[config.mk]
export PLATFORM = sky130hd
export DESIGN_NAME = cache_fill_fsm_flat
export DESIGN_NICKNAME = d
export VERILOG_FILES = /design/src/rtl/cache_fill_fsm_if.sv /design/src/rtl/cache_fill_fsm.sv /design/src/flat_wrapper.sv
export SDC_FILE = /design/constraint.sdc
export NUM_CORES = 1
export LEC_CHECK = 0
export CELL_PAD_IN_SITES_DETAIL_PLACEMENT = 1
export CELL_PAD_IN_SITES_GLOBAL_PLACEMENT = 2
export CORE_MARGIN = 2
export CORE_UTILIZATION = 20
export CTS_BUF_LIST = sky130_fd_sc_hd__clkbuf_2 sky130_fd_sc_hd__clkbuf_4 sky130_fd_sc_hd__clkbuf_8
export CTS_CLUSTER_SIZE = 24
export DETAILED_ROUTE_END_ITERATION = 10
export GPL_TIMING_DRIVEN = 0
export PLACE_DENSITY_LB_ADDON = 0.25
export REMOVE_ABC_BUFFERS = 1
export SLEW_MARGIN = 15
export SYNTH_ARGS = -nofsm -noshare
export SYNTH_HDL_FRONTEND = slang
export SYNTH_SLANG_ARGS = --single-unit
export TNS_END_PERCENT = 100
[constraint.sdc]
create_clock -name clk -period 1.5 [get_ports clk]
set_input_delay 0.3 -clock clk [delete_from_list [all_inputs] [get_ports clk]]
set_output_delay 0.3 -clock clk [all_outputs]
set_load 0.05 [all_outputs]
[src/rtl/cache_fill_fsm_if.sv]
`timescale 1ns/1ps
// Signal bundle between cache_fill_fsm, the cache control/arrays and memory4c.
// master = fill controller, slave = surrounding cache and memory.
interface cache_fill_fsm_if #(
    parameter int ADDR_WIDTH = 16
);
    // No ready signal anywhere: memory takes one read per cycle whenever mem_enable
    // is high, and memory_data_valid is a one-cycle strobe carrying one word.
    logic                  miss_detected;
    logic [ADDR_WIDTH-1:0] miss_address;
    logic [15:0]           memory_data;
    logic                  memory_data_valid;
    logic                  mem_enable;
    logic [ADDR_WIDTH-1:0] mem_addr;
    logic                  fsm_busy;
    logic                  write_data_array;
    logic [2:0]            fill_word_sel;
    logic [15:0]           fill_data;
    logic                  write_tag_array;
    logic                  dbg_state;

    modport master (
        input  miss_detected, miss_address, memory_data, memory_data_valid,
        output mem_enable, mem_addr, fsm_busy, write_data_array, fill_word_sel,
               fill_data, write_tag_array, dbg_state
    );

    modport slave (
        output miss_detected, miss_address, memory_data, memory_data_valid,
        input  mem_enable, mem_addr, fsm_busy, write_data_array, fill_word_sel,
               fill_data, write_tag_array, dbg_state
    );
endinterface

[src/rtl/cache_fill_fsm.sv]
`timescale 1ns/1ps
// Cache miss fill controller: fetches one 16-byte block as eight pipelined 16-bit reads.
// Build macro CACHE_FILL_CRITICAL_WORD_FIRST_EN makes issue and fill start at the missed word.
module cache_fill_fsm #(
    parameter int ADDR_WIDTH = 16
) (
    input logic              clk,
    input logic              rst,
    cache_fill_fsm_if.master bus
);
    localparam logic [3:0] WORDS_PER_BLOCK = 4'd8;

    typedef enum logic {
        IDLE = 1'b0,
        FILL = 1'b1
    } state_e;

    state_e                state_q, state_d;
    logic [3:0]            iss_q, iss_d;
    logic [3:0]            rcv_q, rcv_d;
    logic [ADDR_WIDTH-5:0] base_q, base_d;
    logic [2:0]            iss_word, rcv_word;
    logic                  issue_ok, recv_ok, last_recv;
    logic                  mem_enable, write_data_array, write_tag_array, fsm_busy;
    logic [ADDR_WIDTH-1:0] mem_addr;
    logic [2:0]            fill_word_sel;
    logic                  unused_addr_lsbs;

`ifdef CACHE_FILL_CRITICAL_WORD_FIRST_EN
    logic [2:0] start_q, start_d;

    // 3-bit adds wrap naturally, giving the mod-8 word rotation.
    assign iss_word = start_q + iss_q[2:0];
    assign rcv_word = start_q + rcv_q[2:0];
`else
    assign iss_word = iss_q[2:0];
    assign rcv_word = rcv_q[2:0];
`endif

    assign unused_addr_lsbs = ^bus.miss_address[3:0];

    assign issue_ok  = (state_q == FILL) && (iss_q < WORDS_PER_BLOCK);
    assign recv_ok   = (state_q == FILL) && bus.memory_data_valid && (rcv_q < WORDS_PER_BLOCK);
    assign last_recv = recv_ok && (rcv_q == WORDS_PER_BLOCK - 4'd1);

    always_ff @(posedge clk or posedge rst) begin
        if (rst) begin
            state_q <= IDLE;
            iss_q   <= '0;
            rcv_q   <= '0;
            base_q  <= '0;
`ifdef CACHE_FILL_CRITICAL_WORD_FIRST_EN
            start_q <= '0;
`endif
        end else begin
            state_q <= state_d;
            iss_q   <= iss_d;
            rcv_q   <= rcv_d;
            base_q  <= base_d;
`ifdef CACHE_FILL_CRITICAL_WORD_FIRST_EN
            start_q <= start_d;
`endif
        end
    end

    always_comb begin
        state_d = state_q;
        iss_d   = iss_q;
        rcv_d   = rcv_q;
        base_d  = base_q;
`ifdef CACHE_FILL_CRITICAL_WORD_FIRST_EN
        start_d = start_q;
`endif
        case (state_q)
            IDLE: begin
                if (bus.miss_detected) begin
                    state_d = FILL;
                    iss_d   = '0;
                    rcv_d   = '0;
                    base_d  = bus.miss_address[ADDR_WIDTH-1:4];
`ifdef CACHE_FILL_CRITICAL_WORD_FIRST_EN
                    start_d = bus.miss_address[3:1];
`endif
                end
            end
            FILL: begin
                if (issue_ok) iss_d = iss_q + 4'd1;
                if (recv_ok) rcv_d = rcv_q + 4'd1;
                // Completion is driven by the 8th received word, never by issue.
                if (last_recv) state_d = IDLE;
            end
            default: state_d = IDLE;
        endcase
    end

    always_comb begin
        fsm_busy         = (state_q == FILL);
        mem_enable       = 1'b0;
        mem_addr         = '0;
        write_data_array = 1'b0;
        fill_word_sel    = '0;
        write_tag_array  = last_recv;
        if (issue_ok) begin
            mem_enable = 1'b1;
            mem_addr   = {base_q, iss_word, 1'b0};
        end
        if (recv_ok) begin
            write_data_array = 1'b1;
            fill_word_sel    = rcv_word;
        end
    end

    assign bus.mem_enable       = mem_enable;
    assign bus.mem_addr         = mem_addr;
    assign bus.fsm_busy         = fsm_busy;
    assign bus.write_data_array = write_data_array;
    assign bus.fill_word_sel    = fill_word_sel;
    assign bus.fill_data        = bus.memory_data;
    assign bus.write_tag_array  = write_tag_array;
    assign bus.dbg_state        = state_q;
endmodule
[src/flat_wrapper.sv]
// flat-port wrapper written by rule: the top's interface ports become plain ports
module cache_fill_fsm_flat 
#(
    parameter int ADDR_WIDTH = 16
)
  (clk, rst, bus_miss_detected, bus_miss_address, bus_memory_data, bus_memory_data_valid, bus_mem_enable, bus_mem_addr, bus_fsm_busy, bus_write_data_array, bus_fill_word_sel, bus_fill_data, bus_write_tag_array, bus_dbg_state);
  cache_fill_fsm_if #(.ADDR_WIDTH(ADDR_WIDTH)) bus_i ();
  input logic clk;
  input logic rst;
  input wire logic [$bits(bus_i.miss_detected)-1:0] bus_miss_detected;
  input wire logic [$bits(bus_i.miss_address)-1:0] bus_miss_address;
  input wire logic [$bits(bus_i.memory_data)-1:0] bus_memory_data;
  input wire logic [$bits(bus_i.memory_data_valid)-1:0] bus_memory_data_valid;
  output wire logic [$bits(bus_i.mem_enable)-1:0] bus_mem_enable;
  output wire logic [$bits(bus_i.mem_addr)-1:0] bus_mem_addr;
  output wire logic [$bits(bus_i.fsm_busy)-1:0] bus_fsm_busy;
  output wire logic [$bits(bus_i.write_data_array)-1:0] bus_write_data_array;
  output wire logic [$bits(bus_i.fill_word_sel)-1:0] bus_fill_word_sel;
  output wire logic [$bits(bus_i.fill_data)-1:0] bus_fill_data;
  output wire logic [$bits(bus_i.write_tag_array)-1:0] bus_write_tag_array;
  output wire logic [$bits(bus_i.dbg_state)-1:0] bus_dbg_state;
  assign bus_i.miss_detected = bus_miss_detected;
  assign bus_i.miss_address = bus_miss_address;
  assign bus_i.memory_data = bus_memory_data;
  assign bus_i.memory_data_valid = bus_memory_data_valid;
  assign bus_mem_enable = bus_i.mem_enable;
  assign bus_mem_addr = bus_i.mem_addr;
  assign bus_fsm_busy = bus_i.fsm_busy;
  assign bus_write_data_array = bus_i.write_data_array;
  assign bus_fill_word_sel = bus_i.fill_word_sel;
  assign bus_fill_data = bus_i.fill_data;
  assign bus_write_tag_array = bus_i.write_tag_array;
  assign bus_dbg_state = bus_i.dbg_state;
  cache_fill_fsm #(.ADDR_WIDTH(ADDR_WIDTH)) u_core (.clk(clk), .rst(rst), .bus(bus_i));
endmodule
**After elaboration in Yosys (flattened, before gate mapping)**

Cells that the tools add are included.
Widths: inputs -> output; s select.

- Bits in registers: 21
- Bits in latches: 0
- RAM bits: 0
- Bits in read-only memories: 0
- Bits of input ports: 36
- Output and inout bits: 40
- Logic and storage cells: 32
- Memories kept: 0

- Add/sub/neg operators: 2
- $mul: 0
- Divide/modulo/power cells: 0
- Magnitude comparators: 2
- Eq/ne operators: 4
- Shift-type cells: 0
- Muxes and demuxes: 12
- Bitwise logic cells: 1
- Reductions and logical operators: 7

Operators with widths:

| cell | count |
|---|---|
| $mux 16 | 1 |
| $pmux 4 s2 | 2 |
| $mux 4 | 3 |
| $add 4x1->4 const B | 2 |
| $lt 4x4->1 const B | 2 |
| $ne 2x2->1 const B | 3 |
| $reduce_and 2->1 | 3 |
| $eq 4x3->1 const B | 1 |
| $logic_and 1x1->1 | 4 |
| $mux 1 | 4 |
| $mux 3 | 1 |
| $pmux 1 s2 | 1 |
| $not 1->1 | 1 |

**Logic depth before layout (Yosys ltp)**

- Word-level depth: 5
- Gate-level depth with buffers: 6
- Depth with buffers taken out: 4

**Worst setup path before layout**

No wires, ideal clock.

- Path kind: register to output
- Start point: reg u_core.state_q (netlist: u_core.bus.dbg_state)
- End point: out bus_mem_addr[10]
- Data arrival time: 1691 ps
- Data required time: 1200 ps
- Setup slack: -491 ps
- Stages on the path, launching flop included: 6
- Path buffers: 3
- Cell sequence: dfrtp_1 -> buf_6 -> and2b_1 -> buf_6 -> buf_6 -> and2_1

- Longest elaborated chain between the ends: 2

Ends and longest elaborated chain:

| element | line | source |
|---|---|---|
| start, declared | cache_fill_fsm.sv:18 | `state_e state_q, state_d;` |
| start signal, assigned | cache_fill_fsm.sv:56 | `state_q <= state_d;` |
| $logic_and 1x1->1 | cache_fill_fsm.sv:42 | `assign issue_ok = (state_q == FILL) && (iss_q < WORDS_PER_BLOCK);` |
| $mux 16 | cache_fill_fsm.sv:103 | `if (issue_ok) begin` |
| end, declared | flat_wrapper.sv:15 | `output wire logic [$bits(bus_i.mem_addr)-1:0] bus_mem_addr;` |

No other way between the ends.

**Worst setup path after layout**

- Start point: reg u_core.state_q (netlist: u_core.bus.dbg_state)
- End point: out bus_write_tag_array

- Longest elaborated chain between the ends: 3

Ends and longest elaborated chain:

| element | line | source |
|---|---|---|
| $logic_and 1x1->1 (2 in a row) | cache_fill_fsm.sv:43 | `assign recv_ok = (state_q == FILL) && bus.memory_data_valid && (rcv_q < WORDS_PER_BLOCK);` |
| $logic_and 1x1->1 | cache_fill_fsm.sv:44 | `assign last_recv = recv_ok && (rcv_q == WORDS_PER_BLOCK - 4'd1);` |
| end, declared | flat_wrapper.sv:20 | `output wire logic [$bits(bus_i.write_tag_array)-1:0] bus_write_tag_array;` |

No other way between the ends.

==> impl_metrics.tcl <==
set metrics [dict create \
    coreArea_um2 5610 \
    clock-sinks 21 \
    whs_path_depth 2 \
    nNetsFinal 197 \
    start_util 0.210 \
    clkTransAtPathRegs_ns 0.08 \
    grt_max_degree 22 \
    instances_no_fill 230 \
    final_cell_mix "41 x nand2_1, 19 x dfrtp_1, 18 x buf_8, 16 x and2_4, 14 x clkdlybuf4s50_1" \
    ys_seq_elements 21 \
    wl_per_cell_um 14.5 \
    drt-initial-drc-count 31 \
    hold_viol_final 0 \
    globalRoute.totalOverflow 0 \
    clkPwrFrac 0.103 \
    grt_setup_unrepaired "yes" \
    dr.pass1.iters 2 \
    switchingPower_mw 1.60 \
    dpl.hpwl_mm 2.16 \
    synthDistinctLibCells 26 \
    antenna_found_initial 0 \
    antenna_left 0 \
    fin_crit_sh 1.09 \
    violations "negative setup slack" \
    netlist_area_um2 1180 \
    synth_cells 131 \
    p_per_area_nw_per_um2 2120 \
    port_buffers 38 \
    cts_buffers 3 \
    grtUsageMet1 0.121 \
    yosysWarnings 0 \
    rr_startpoint "u_core.bus.dbg_state$_DFF_PP0_" \
    postRouteWirelength_mm 3.33 \
    rr_worst_depth 2 \
    die_x_um 80.7 \
    status "finished with violations" \
    drive_gt1_frac 0.380 \
    route.detailed.drc 0 \
    finish.utilization 0.306 \
    rrSetupSlack_ns 0.24 \
    gp_congestion 0.651 \
    crit_fanout 8 \
    postSynthAreaPerCell_um2 8.98 \
    pwr-share-comb 0.607 \
    end_kind "output pin" \
    crit_chain "and3b_2, and3_4, buf_8" \
    finalSetupViolCount 22 \
    cellLeakagePower_nw 0.815 \
    startpoint_type "flip-flop" \
    die_height_um 80.7 \
    tightest_slew_ns 0.876 \
    hold_buffers 0 \
    grt_first_pass_wirelength_mm 5.18 \
    worstPathRequired_ns 1.20 \
    stdcell_area_um2 1720 \
    finalClockSkew_ns 0.00794 \
    irDropWorstVdd_uv 654 \
    period_minus_slack_ns 1.63 \
    clock_latency_ns 0.26 \
    final_common_cell "nand2_1" \
    seqPwrFrac 0.290 \
    dp_cells 216 \
    reg2reg_to "u_core.rcv_q[3]$_DFFE_PP0P_" \
    num_rows 27 \
    use_met3 0.0528 \
    grt-busiest-layer "met2" \
    io_pins 76 \
    worstHoldEndpoint "u_core.rcv_q[3]$_DFFE_PP0P_" \
    tritoncts "yes" \
    clk_path_buf_depth 2 \
    n_antenna_cell 0 \
    use_met2 0.175 \
    slowest_stage "dfrtp_2" \
    slew_violations 0 \
    area_delta_synth_final_pct 45.9 \
    critical_path_class "flip-flop to output pin" \
    cpPeakStageDelay_ns 0.47 \
    hold_path.class "input pin to flip-flop" \
    min_from "bus_memory_data_valid" \
    die_area_um2 6510 \
    grt_usage 0.104 \
    ys_seq_area_frac 0.447 \
    switching_share 0.440 \
    slew-limit-headroom 0.416 \
    fillers 671 \
    via_count 958 \
    layout_setup_ws_ns -0.132 \
    cts_root_buf "clkbuf_8" \
    clock.fmax_mhz 613 \
    first_global_vias 1083 \
    routed_via_density 4.17 \
    placed_area_um2 1450 \
    maxCapViolCount 0 \
    htreeDepth 1 \
    p_int_mw 2.03 \
    critPathArrivalTime_ns 1.33 \
]
area by class of cell:
type | count | area [um2] | share of cell area
well taps | 72 | 90.1 | 0.0525
inverters | 1 | 3.75 | 0.00219
multi-input cells | 87 | 524 | 0.306
clock buffers | 3 | 41.3 | 0.0241
repair buffers | 45 | 523 | 0.305
clock inverters | 1 | 5.00 | 0.00292
flip-flops and latches | 21 | 528 | 0.308
kinds of logic (layout without fill, tap and decap cells):
group / count (synthesis) / in the layout / synth area share
adders and majority gates: 2 / 2 / 0.0213
buffers and inverters: 26 / 50 / 0.174
AOI/OAI and AO/OA: 6 / 6 / 0.0330
xor gates and xnor gates: 1 / 1 / 0.00745
and+or+nand+nor: 73 / 76 / 0.305
other: 1 / 1 / 0.00319
DFF: 21 / 21 / 0.447
muxes: 1 / 1 / 0.00851
worst max-delay path by stage:
stage	start	end	slack, ns	cells after the start
5_1_grt	u_core.bus.dbg_state$_DFF_PP0_	bus_write_tag_array	-0.20	3
3_3_place_gp	bus_memory_data_valid	bus_write_tag_array	-0.95	4
2_1_floorplan	u_core.bus.dbg_state$_DFF_PP0_	bus_mem_addr[10]	-1.07	2
6_report	u_core.bus.dbg_state$_DFF_PP0_	bus_write_tag_array	-0.13	3
3_5_place_dp	u_core.bus.dbg_state$_DFF_PP0_	bus_mem_addr[1]	-0.97	3
4_1_cts	u_core.iss_q[3]$_DFFE_PP0P_	bus_mem_addr[1]	-0.15	3
metal layers:
layer / up-vias / wire length [um]
met5: - / 0
met3: 2 / 334
met2: 45 / 1630
met4: 0 / 9
met1: 468 / 1360
li1: 443 / -
state kept, by name, indices dropped and copies added (netlist names):
signal and flops:
u_core.rcv_q 4, u_core.iss_q 4, u_core.base_q 12, u_core.bus.dbg_state 1
critical path: cells and delay by family (launching register included):
family	cells	cell delay, ns
buffers and inverters	1	0.14
AND/OR/NAND/NOR	2	0.45
flip-flops	1	0.47
metrics by stage:
stage	total power [mW]	TNS (ns)	hold slack, ns	setup WS [ns]
after floorplan	2.15	-27.79	0.277	-1.07
final	3.63	-2.37	0.482	-0.132
after detailed placement	2.74	-23.72	0.460	-0.973
after global placement	2.69	-22.60	0.450	-0.952
after global routing	3.86	-3.62	0.497	-0.204
after CTS	3.58	-2.67	0.462	-0.146
power by group through the flow:
| stage | Sequential, mW | Combinational, mW | Clock, mW |
|---|---|---|---|
| after floorplan | 1.00 | 1.15 | 0 |
| after global routing | 1.10 | 2.36 | 0.410 |
| after CTS | 1.05 | 2.15 | 0.390 |
| final | 1.05 | 2.21 | 0.374 |
| after global placement | 1.02 | 1.67 | 0 |
| after detailed placement | 1.03 | 1.71 | 0 |
synth_stat cells:
cell      instances  area [um2]
nand2_1          41         154
dfrtp_1          21         526
and2_1           18         113
buf_4            18         135
buf_6             5        56.3
nor2_1            3        11.3
o21ai_0           3        15.0
buf_2             2        10.0
ha_1              2        25.0
nand3_1           2        10.0
a32o_1            1        10.0
a41oi_1           1        8.76
and2b_1           1        7.51
and3_1            1        6.26
and3_4            1        11.3
and3b_1           1        8.76
conb_1            1        3.75
inv_1             1        3.75
mux2i_1           1        10.0
nand2b_1          1        6.26
nand3b_1          1        7.51
nand4b_1          1        8.76
nor2_2            1        6.26
nor2b_2           1        8.76
o21ai_1           1        5.00
xnor2_1           1        8.76
timing repair:
item,CTS,global route
cloned,3,0
resized for setup,192,10
endpoints found under the setup margin,42,23
setup buffers,5,2
pin swaps,15,2
Note: power is estimated with default switching activity, not from simulation.
